$ cat src/rtl/alu_pkg.sv
// ----------------------------------------------------------------------------
// alu_pkg
//  Shared definitions for the alu_mdu execute unit: op-code values carried on
//  the 5-bit control bus, the control FSM state encoding, and a helper that
//  classifies an op code as belonging to the multi-cycle mul/div group.
// ----------------------------------------------------------------------------
package alu_pkg;

    // Single-cycle base ops
    localparam logic [4:0] OP_ADD    = 5'd0;
    localparam logic [4:0] OP_SUB    = 5'd1;
    localparam logic [4:0] OP_SLL    = 5'd2;
    localparam logic [4:0] OP_SLT    = 5'd3;
    localparam logic [4:0] OP_SLTU   = 5'd4;
    localparam logic [4:0] OP_XOR    = 5'd5;
    localparam logic [4:0] OP_SRL    = 5'd6;
    localparam logic [4:0] OP_SRA    = 5'd7;
    localparam logic [4:0] OP_OR     = 5'd8;
    localparam logic [4:0] OP_AND    = 5'd9;
    localparam logic [4:0] OP_LUI    = 5'd10;

    // Multi-cycle mul/div ops; the low three bits are the mdu_serial sub-op
    localparam logic [4:0] OP_MUL    = 5'd16;
    localparam logic [4:0] OP_MULH   = 5'd17;
    localparam logic [4:0] OP_MULHSU = 5'd18;
    localparam logic [4:0] OP_MULHU  = 5'd19;
    localparam logic [4:0] OP_DIV    = 5'd20;
    localparam logic [4:0] OP_DIVU   = 5'd21;
    localparam logic [4:0] OP_REM    = 5'd22;
    localparam logic [4:0] OP_REMU   = 5'd23;

    typedef enum logic [1:0] {
        ST_IDLE = 2'd0,
        ST_BUSY = 2'd1,
        ST_FIX  = 2'd2,
        ST_DONE = 2'd3
    } state_t;

    // Codes 16..23 form the mul/div group
    function automatic logic is_mdu_op(input logic [4:0] control);
        return control[4:3] == 2'b10;
    endfunction

endpackage

$ cat src/rtl/mdu_serial.sv
// ----------------------------------------------------------------------------
// mdu_serial
//  Bit-serial multiply / restoring divide on operand magnitudes.
//  start loads the operands; W iteration cycles follow, then one fix cycle in
//  which 'done' is high and 'result' carries the sign-corrected, word-selected
//  value (combinational from the internal registers).
// Ports:
//  clk, rstn      clock, async active-low reset
//  start          load a/b/op and begin iterating
//  abort          synchronous cancel of any run in progress
//  op[2:0]        0 MUL 1 MULH 2 MULHSU 3 MULHU 4 DIV 5 DIVU 6 REM 7 REMU
//  a, b           operands (a = multiplicand/dividend, b = multiplier/divisor)
//  last           high during the final iteration cycle
//  done           high during the fix cycle; result valid
//  result         final W-bit result
// ----------------------------------------------------------------------------
module mdu_serial
    import alu_pkg::*;
#(
    parameter int W = 32
) (
    input  logic         clk,
    input  logic         rstn,
    input  logic         start,
    input  logic         abort,
    input  logic [2:0]   op,
    input  logic [W-1:0] a,
    input  logic [W-1:0] b,
    output logic         last,
    output logic         done,
    output logic [W-1:0] result
);

    localparam int CW = $clog2(W);

    logic         running;
    logic         fix;
    logic         is_div;
    logic         sel_hi;     // mul: return high word; div: return remainder
    logic         neg;        // negate the selected result in the fix cycle
    logic [CW-1:0] cnt;
    logic [W-1:0] hi;         // mul: accumulator high word; div: partial remainder
    logic [W-1:0] lo;         // mul: shifting multiplier/product low; div: quotient
    logic [W-1:0] m;          // mul: multiplicand magnitude; div: divisor magnitude

    // Operand decode at start
    logic         signed_a, signed_b, sa, sb;
    logic [W-1:0] mag_a, mag_b;

    // NOTE: every signal driven in always_comb gets a default first, so no
    // path through the block leaves it unassigned and infers a latch.
    always_comb begin
        signed_a = 1'b0;
        signed_b = 1'b0;
        case (op)
            3'd0, 3'd1, 3'd4, 3'd6: begin signed_a = 1'b1; signed_b = 1'b1; end
            3'd2:                   begin signed_a = 1'b1; end
            default:                ;
        endcase
        sa    = signed_a & a[W-1];
        sb    = signed_b & b[W-1];
        mag_a = sa ? -a : a;
        mag_b = sb ? -b : b;
    end

    // Iteration datapath
    logic [W:0]   mul_sum;
    logic [W:0]   div_shift;
    logic [W:0]   div_diff;
    logic         div_ge;

    assign mul_sum   = {1'b0, hi} + (lo[0] ? {1'b0, m} : '0);
    assign div_shift = {hi, lo[W-1]};
    assign div_diff  = div_shift - {1'b0, m};
    assign div_ge    = div_shift >= {1'b0, m};

    assign last = running && (cnt == CW'(W - 1));
    assign done = fix;

    // Fix: sign correction and word select
    logic [2*W-1:0] prod, prod_fix;
    logic [W-1:0]   div_sel;

    assign prod     = {hi, lo};
    assign prod_fix = neg ? -prod : prod;
    assign div_sel  = sel_hi ? hi : lo;
    assign result   = is_div ? (neg ? -div_sel : div_sel)
                             : (sel_hi ? prod_fix[2*W-1:W] : prod_fix[W-1:0]);

    // NOTE: state registers use non-blocking assignments so every flop
    // samples the pre-edge values regardless of statement order.
    always_ff @(posedge clk or negedge rstn) begin
        if (!rstn) begin
            running <= 1'b0;
            fix     <= 1'b0;
            cnt     <= '0;
            is_div  <= 1'b0;
            sel_hi  <= 1'b0;
            neg     <= 1'b0;
            hi      <= '0;
            lo      <= '0;
            m       <= '0;
        end else if (abort) begin
            running <= 1'b0;
            fix     <= 1'b0;
            cnt     <= '0;
        end else if (start) begin
            running <= 1'b1;
            fix     <= 1'b0;
            cnt     <= '0;
            is_div  <= op[2];
            hi      <= '0;
            if (op[2]) begin
                lo     <= mag_a;
                m      <= mag_b;
                sel_hi <= op[1];
                // Remainder takes the dividend's sign, quotient the xor
                neg    <= op[1] ? sa : (sa ^ sb);
            end else begin
                lo     <= mag_b;
                m      <= mag_a;
                sel_hi <= (op[1:0] != 2'd0);
                neg    <= sa ^ sb;
            end
        end else if (running) begin
            if (is_div) begin
                hi <= div_ge ? div_diff[W-1:0] : div_shift[W-1:0];
                lo <= {lo[W-2:0], div_ge};
            end else begin
                hi <= mul_sum[W:1];
                lo <= {mul_sum[0], lo[W-1:1]};
            end
            if (last) begin
                running <= 1'b0;
                fix     <= 1'b1;
                cnt     <= '0;
            end else begin
                cnt <= cnt + 1'b1;
            end
        end else if (fix) begin
            fix <= 1'b0;
        end
    end

endmodule

$ cat src/rtl/alu_mdu.sv
// ----------------------------------------------------------------------------
// alu_mdu
//  RV32I ALU plus RV32M mul/div/rem execute unit with valid/ready handshakes.
//  Base ops, unknown codes and divide special cases complete at the accepting
//  edge; mul/div ops go through mdu_serial (W iterations + fix cycle).
// Ports:
//  clk, rstn          clock, async active-low reset
//  flush              synchronous abort of any in-flight or held op
//  in_valid/in_ready  operand handshake (in_ready high only in IDLE)
//  srca, srcb         operands
//  control            op code (alu_pkg)
//  out_valid/out_ready result handshake; result held until taken
//  y                  result
//  zero               registered y == 0
// ----------------------------------------------------------------------------
module alu_mdu
    import alu_pkg::*;
#(
    parameter int DATA_WIDTH = 32
) (
    input  logic                  clk,
    input  logic                  rstn,
    input  logic                  flush,
    input  logic                  in_valid,
    output logic                  in_ready,
    input  logic [DATA_WIDTH-1:0] srca,
    input  logic [DATA_WIDTH-1:0] srcb,
    input  logic [4:0]            control,
    output logic                  out_valid,
    input  logic                  out_ready,
    output logic [DATA_WIDTH-1:0] y,
    output logic                  zero
);

    localparam int SHAMT_W = $clog2(DATA_WIDTH);
    localparam logic [DATA_WIDTH-1:0] SMIN = {1'b1, {(DATA_WIDTH-1){1'b0}}};

    state_t state;

    logic [SHAMT_W-1:0]    shamt;
    logic [DATA_WIDTH-1:0] alu_res;
    logic                  div_op, b_zero, ovf, special;
    logic [DATA_WIDTH-1:0] fast_res;
    logic                  accept, mdu_start;
    logic                  mdu_last, mdu_done;
    logic [DATA_WIDTH-1:0] mdu_result;

    assign shamt = srcb[SHAMT_W-1:0];

    always_comb begin
        alu_res = '0;
        case (control)
            OP_ADD:  alu_res = srca + srcb;
            OP_SUB:  alu_res = srca - srcb;
            OP_SLL:  alu_res = srca << shamt;
            OP_SLT:  alu_res = {{(DATA_WIDTH-1){1'b0}}, $signed(srca) < $signed(srcb)};
            OP_SLTU: alu_res = {{(DATA_WIDTH-1){1'b0}}, srca < srcb};
            OP_XOR:  alu_res = srca ^ srcb;
            OP_SRL:  alu_res = srca >> shamt;
            OP_SRA:  alu_res = $signed(srca) >>> shamt;
            OP_OR:   alu_res = srca | srcb;
            OP_AND:  alu_res = srca & srcb;
            OP_LUI:  alu_res = srcb << 12;
            default: alu_res = '0;
        endcase
    end

    // Divide special cases bypass the serial datapath. Overflow applies only
    // to the signed forms (DIV/REM have control[0] == 0).
    assign div_op  = is_mdu_op(control) && control[2];
    assign b_zero  = (srcb == '0);
    assign ovf     = !control[0] && (srca == SMIN) && (srcb == '1);
    assign special = div_op && (b_zero || ovf);

    always_comb begin
        fast_res = alu_res;
        if (special) begin
            if (b_zero) fast_res = control[1] ? srca : '1;
            else        fast_res = control[1] ? '0   : srca;
        end
    end

    // flush wins over acceptance in the same cycle
    assign accept    = in_valid && in_ready && !flush;
    assign mdu_start = accept && is_mdu_op(control) && !special;

    mdu_serial #(.W(DATA_WIDTH)) u_mdu (
        .clk    (clk),
        .rstn   (rstn),
        .start  (mdu_start),
        .abort  (flush),
        .op     (control[2:0]),
        .a      (srca),
        .b      (srcb),
        .last   (mdu_last),
        .done   (mdu_done),
        .result (mdu_result)
    );

    always_ff @(posedge clk or negedge rstn) begin
        if (!rstn) begin
            state     <= ST_IDLE;
            in_ready  <= 1'b0;
            out_valid <= 1'b0;
            y         <= '0;
            zero      <= 1'b1;
        end else if (flush) begin
            // y/zero keep their last values; the held result is discarded
            state     <= ST_IDLE;
            in_ready  <= 1'b1;
            out_valid <= 1'b0;
        end else begin
            case (state)
                ST_IDLE: begin
                    in_ready <= 1'b1;
                    if (accept) begin
                        in_ready <= 1'b0;
                        if (mdu_start) begin
                            state <= ST_BUSY;
                        end else begin
                            y         <= fast_res;
                            zero      <= (fast_res == '0);
                            out_valid <= 1'b1;
                            state     <= ST_DONE;
                        end
                    end
                end
                ST_BUSY: begin
                    if (mdu_last) state <= ST_FIX;
                end
                ST_FIX: begin
                    if (mdu_done) begin
                        y         <= mdu_result;
                        zero      <= (mdu_result == '0);
                        out_valid <= 1'b1;
                        state     <= ST_DONE;
                    end
                end
                ST_DONE: begin
                    // Drain cycle never accepts; in_ready rises next cycle
                    if (out_ready) begin
                        out_valid <= 1'b0;
                        in_ready  <= 1'b1;
                        state     <= ST_IDLE;
                    end
                end
                default: state <= ST_IDLE;
            endcase
        end
    end

endmodule

$ cat config.mk
export PLATFORM = sky130hd
export DESIGN_NAME = alu_mdu
export DESIGN_NICKNAME = d
export VERILOG_FILES = /design/src/rtl/alu_pkg.sv /design/src/rtl/mdu_serial.sv /design/src/rtl/alu_mdu.sv
export SDC_FILE = /design/constraint.sdc
export NUM_CORES = 1
export LEC_CHECK = 0
export ABC_CLOCK_PERIOD_IN_PS = 8100
export CAP_MARGIN = 0
export CORE_UTILIZATION = 35
export DETAILED_ROUTE_END_ITERATION = 6
export PLACE_DENSITY = 0.61
export SYNTH_ARGS = -nofsm -noshare
export SYNTH_HDL_FRONTEND = slang
export SYNTH_SLANG_ARGS = --single-unit
$ cat constraint.sdc
create_clock -name clk -period 8.1 [get_ports clk]
set_input_delay 2.025 -clock clk [delete_from_list [all_inputs] [get_ports clk]]
set_output_delay 2.025 -clock clk [all_outputs]
set_load 0.02 [all_outputs]
# Word-level counts from Yosys, hierarchy flattened
# Cells that the tools add are included.
# classes
add_sub_neg	9
n_lt_le_gt_ge	3
n_eq_ne	30
shifts	3
n_mux	64
bitwise	7
n_reduce_logical	33
# ops
op	count
two-way mux 32 bit	23
case mux 32 bit (11 select lines)	1
zero test 32 bit	3
negation 32 bit	3
== test 32 bit, second input constant	2
less-than comparator 32 bit	2
two-way mux 64 bit	1
negation 64 bit	1
case mux 32 bit (2 select lines)	1
subtractor 32 bit	2
adder 32 x 32 -> 33 bit	1
greater-or-equal comparator 33 x 32 -> 1 bit	1
adder 32 bit	1
bitwise AND 32 bit	1
OR 32 bit	1
<< shifter 32 x 5 -> 32 bit	1
right shift 32 x 5 -> 32 bit	1
>>> shifter 32 x 5 -> 32 bit	1
bitwise XOR 32 bit	1
two-way mux 1 bit	24
== test 5 x 3 -> 1 bit, second input constant	4
two-way mux 5 bit	4
== test 5 x 4 -> 1 bit, second input constant	3
two-way mux 2 bit	6
other kinds (34)	60
# word_totals
ff_bits	143
inputBits	74
output_inout_bits	35
wordCells	163

# Longest topological paths before layout
# logic_depth
ltp_word	11
depth_mapped	19
mapped_depth_nobuf	16

# Modules after synthesis
# A second synthesis with hierarchy kept.
# hier_totals
cells_unflattened	3708
hier_area_um2	26289.0
# by_module_without_submodules
module	n_inst	cells_each	area_each_um2	seq_area_each_um2
mdu_serial	1	1942	13845.8	2652.5
alu_mdu	1	1766	12443.2	927.1

# Worst setup path after synthesis
# OpenSTA, ideal clock, no wires.
# synth_path
path_kind	input to register
start	in srcb[1]
end	reg zero
setup_time_ps	97
arrival_ps	6422
required_ps	8003
path_slack_ps	1581
cell_stages	18
path_buffers	4
cell_sequence	buf_2 > buf_2 > clkinv_1 > clkbuf_1 > buf_1 > ha_1 > nor2_1 > o311ai_1 > a211oi_1 > o2111a_1 > or3_1 > a211o_1 > a2111oi_0 > o21ai_0 > nor4_1 > and4_1 > nand4_1 > o41ai_2
# synth_between
elab_chain_len	9
elab_cells_between_ends	26
classes_between	add/sub: 2; order compare: 2; eq/ne: 2; shift: 3; mux: 6; bitwise: 3; reduce/logical: 8
# synth_rtl
element	line	source
from (decl)	alu_mdu.sv:27	input logic [DATA_WIDTH-1:0] srcb,
parallel branches: the longest is 9 deep, another holds subtractor 32 bit	n/a	
to (signal assigned)	alu_mdu.sv:122	zero <= (fast_res == '0);
to (signal assigned)	alu_mdu.sv:134	zero <= (mdu_result == '0);
to (decl)	alu_mdu.sv:32	output logic zero
# Several ways; the timed one is not identified. The select of a mux whose other input is x is not followed.
# A chain may end at the register's enable or synchronous reset.

# Worst setup path after layout
# layout_path
start	in srca[0]
end	reg zero
# layout_between
elab_chain_len	10
elab_cells_between_ends	28
classes_between	add/sub: 2; order compare: 2; eq/ne: 2; shift: 3; mux: 8; bitwise: 3; reduce/logical: 8
# layout_rtl
element	line	source
from (decl)	alu_mdu.sv:26	input logic [DATA_WIDTH-1:0] srca,
parallel branches: the longest is 10 deep, another holds subtractor 32 bit	n/a	
# Several ways; the timed one is not identified. The select of a mux whose other input is x is not followed.

==> flow_summary_export.csv <==
group,metric,value,unit
logic_synthesis,synth.ff_latch_count,143,
grt,antenna_found_initial,3,
detailed_routing,drt_wl_total,129000,µm
die,dieArea,0.0745,mm²
timing,setup_ws,1.02,ns
die,die_w,273,µm
clock_tree,worstSkewPairLatency,0.46,ns
final_layout,final_core_util,39.4,%
die,coreArea,0.0721,mm²
place,place_area,0.0278,mm²
die,std_cell_rows,98,
logic_synthesis,synth.most_common_cell,"nor2_1",
worst_setup_path,crit_required,8.48,ns
worst_setup_path,critPathCaptureType,"flip-flop",
grt,gr-total-overflow,0,
timing,finalSetupTns,0,ns
clock_tree,clk_path_buf_depth,2,
clock_tree,clkTransAtPathRegs,0.08,ns
final_layout,final_nets,3813,
grt,grt_usage,33.7,%
place,portBuffers,108,
final_layout,syn2layout_area_growth,10.6,%
detailed_routing,dr.first_iter.drc_count,3745,
detailed_routing,vias,29434,
power_and_ir_drop,p_total,8.46,mW
worst_setup_path,critPathArrivalTime,7.46,ns
die,io_pins,109,
logic_synthesis,synth_top_area_share,13.8,%
worst_setup_path,r2r-end,"zero",
power_and_ir_drop,p_leak,11.4,nW
place,dp_hpwl,100000,µm
logic_synthesis,syn_area,0.0257,mm²
clock_tree,cts_buffers,17,
worst_setup_path,cp-endpoint,"zero",
power_and_ir_drop,ir_drop,0.221,mV
timing,setup_violations,0,
grt,grt_max_degree,115,
timing,finalClockSkew,0.0145,ns
worst_setup_path,rrSetupSlack,2.19,ns
place,placed_cells,4488,
logic_synthesis,synth_common_cells,"406 x nor2_1, 350 x nand2_1, 296 x a21oi_1, 279 x o21ai_0, 258 x clkbuf_1",
final_layout,diodes,0,
detailed_routing,vias_per_cell,6.51,
logic_synthesis,async_reset_ff_share,100,%
die,start_util,35.6,%
final_layout,fin_cells,4520,
detailed_routing,ant_nets,0,
logic_synthesis,synth_warnings,0,
clock_tree,cts_sinks,143,
worst_setup_path,reg2reg_from,"u_mdu.lo[0]",
worst_setup_path,start_kind,"primary input",
worst_setup_path,cp_max_fo,14,
grt,grt_pass1_wl,187000,µm
timing,whs,0.469,ns
logic_synthesis,syn_inst,3612,
worst_setup_path,crit_type,"primary input to flip-flop",
timing,post-route-period-util,87.4,%
final_layout,drive_above_1_share,8.74,%
logic_synthesis,synth_top_area_cell,"dfrtp_1",
timing,fin_crit,7.08,ns
logic_synthesis,yosys-top-cells-area,"dfrtp_1 14%, ha_1 8.7%, nor2_1 5.9%",
timing,hold_viol_final,0,
clock_tree,cts_max_level,4,
logic_synthesis,synth_edf_count,0,
clock_tree,cts-root-buf,"clkbuf_16",
logic_synthesis,synth_cell_types,98,
run,maxCapViolCount,0,
clock_tree,postCtsSetupBuffers,0,
worst_hold_path,hp-class,"flip-flop to flip-flop",
timing,max_freq,0.141,GHz
die,chipHeight,273,µm
clock_tree,holdBufCountCts,0,
detailed_routing,drc,0,
timing,relSlewSlack,4.27,%
place,gp_congestion,1.07,
logic_synthesis,synth_ff_type,"dfrtp_1",
timing,slew_violations,0,
grt,grt_pass1_vias,27189,
timing,tightestPinTransition,1.42,ns
worst_setup_path,reg2regPathDepth,14,
worst_setup_path,crit_path_start,"srca[0]",
logic_synthesis,synth_fp_nets,3868,
timing,rsz0062_at_grt,"no",
logic_synthesis,yosysSeqAreaShare,13.9,%
clock_tree,cts_tree,"done",
power_and_ir_drop,power_density,298,mW/mm²
clock_tree,cts-resized-gates,0,
place,post-place-ws,0.817,ns
detailed_routing,first_pass_iters,6,
logic_synthesis,avgSynthCellArea,7.12,µm²
final_layout,finalInstanceArea,0.0284,mm²
detailed_routing,wl_per_cell,28.6,µm
status,outcome,"finished clean",
[metal layers]
| metal | track usage (%) | routed length, µm |
|---|---|---|
| met5 | 0 | 18 |
| met1 | 43.2 | 52100 |
| met4 | 22.2 | 9860 |
| met2 | 51.6 | 55600 |
| met3 | 6.26 | 11900 |
[worst max-delay path: stages]
cell and delay [ns]:
clkdlybuf4s50_1 0.62, inv_1 0.26, ha_1 0.22, nor4b_1 0.67
nand4_1 0.51, or4_1 0.74, o32ai_1 0.40, nand2_1 0.44
o21ai_0 0.65, nor4_1 0.09, nand3_1 0.20, nor4_1 0.12
buf_4 0.14, and4_1 0.18, nand4_1 0.10, o41ai_2 0.08
[where the power goes]
part / switching (mW) / internal (mW)
Combinational: 3.64 / 2.32
Sequential: 0.621 / 1.01
Clock: 0.412 / 0.451
Total: 4.68 / 3.79
[layout make-up]
type | instances | area, µm²
clock buffers | 17 | 425
clock inverters | 15 | 205
fillers | 7679 | 43700
inverters | 151 | 567
multi-input cells | 3012 | 20400
flip-flops and latches | 143 | 3590
well taps | 950 | 1190
repair buffers | 232 | 2030
[cell families after synthesis]
group,count (synthesis),synth area share [%]
adders and majority gates,184,9.05
and+or+nand+nor,1255,23.0
buffers and inverters,457,6.83
muxes,233,12.0
xor gates and xnor gates,181,6.17
AOI/OAI and AO/OA,1159,29.0
DFF,143,13.9
[worst min path at each step]
stage / start / end / slack, ns / cells after the start
final: y[27] / y[27] / 0.47 / 2
after global routing: y[27] / y[27] / 0.50 / 2
after CTS: y[27] / y[27] / 0.48 / 2
after detailed placement: y[27] / y[27] / 0.46 / 2
after global placement: y[27] / y[27] / 0.46 / 2
after floorplan: u_mdu.m[10] / u_mdu.m[10] / 0.45 / 2
[cells in the final DEF, fill, tap and decap left out, types with 74 or more instances in the layout]
master / count
nor2_1: 403
nand2_1: 349
a21oi_1: 296
o21ai_0: 279
ha_1: 178
inv_1: 143
dfrtp_1: 139
mux2i_1: 138
xnor2_1: 127
buf_4: 123
nor3_1: 110
clkdlybuf4s50_1: 102
o211ai_1: 86
nand3_1: 74
[flip-flops by register name (all words and copies together), names as in the netlist, 2 cells and up]
register   flops
state          2
u_mdu.cnt      5
u_mdu.hi      32
u_mdu.lo      32
u_mdu.m       32
y             32
Note: power is estimated with default switching activity, not from simulation.
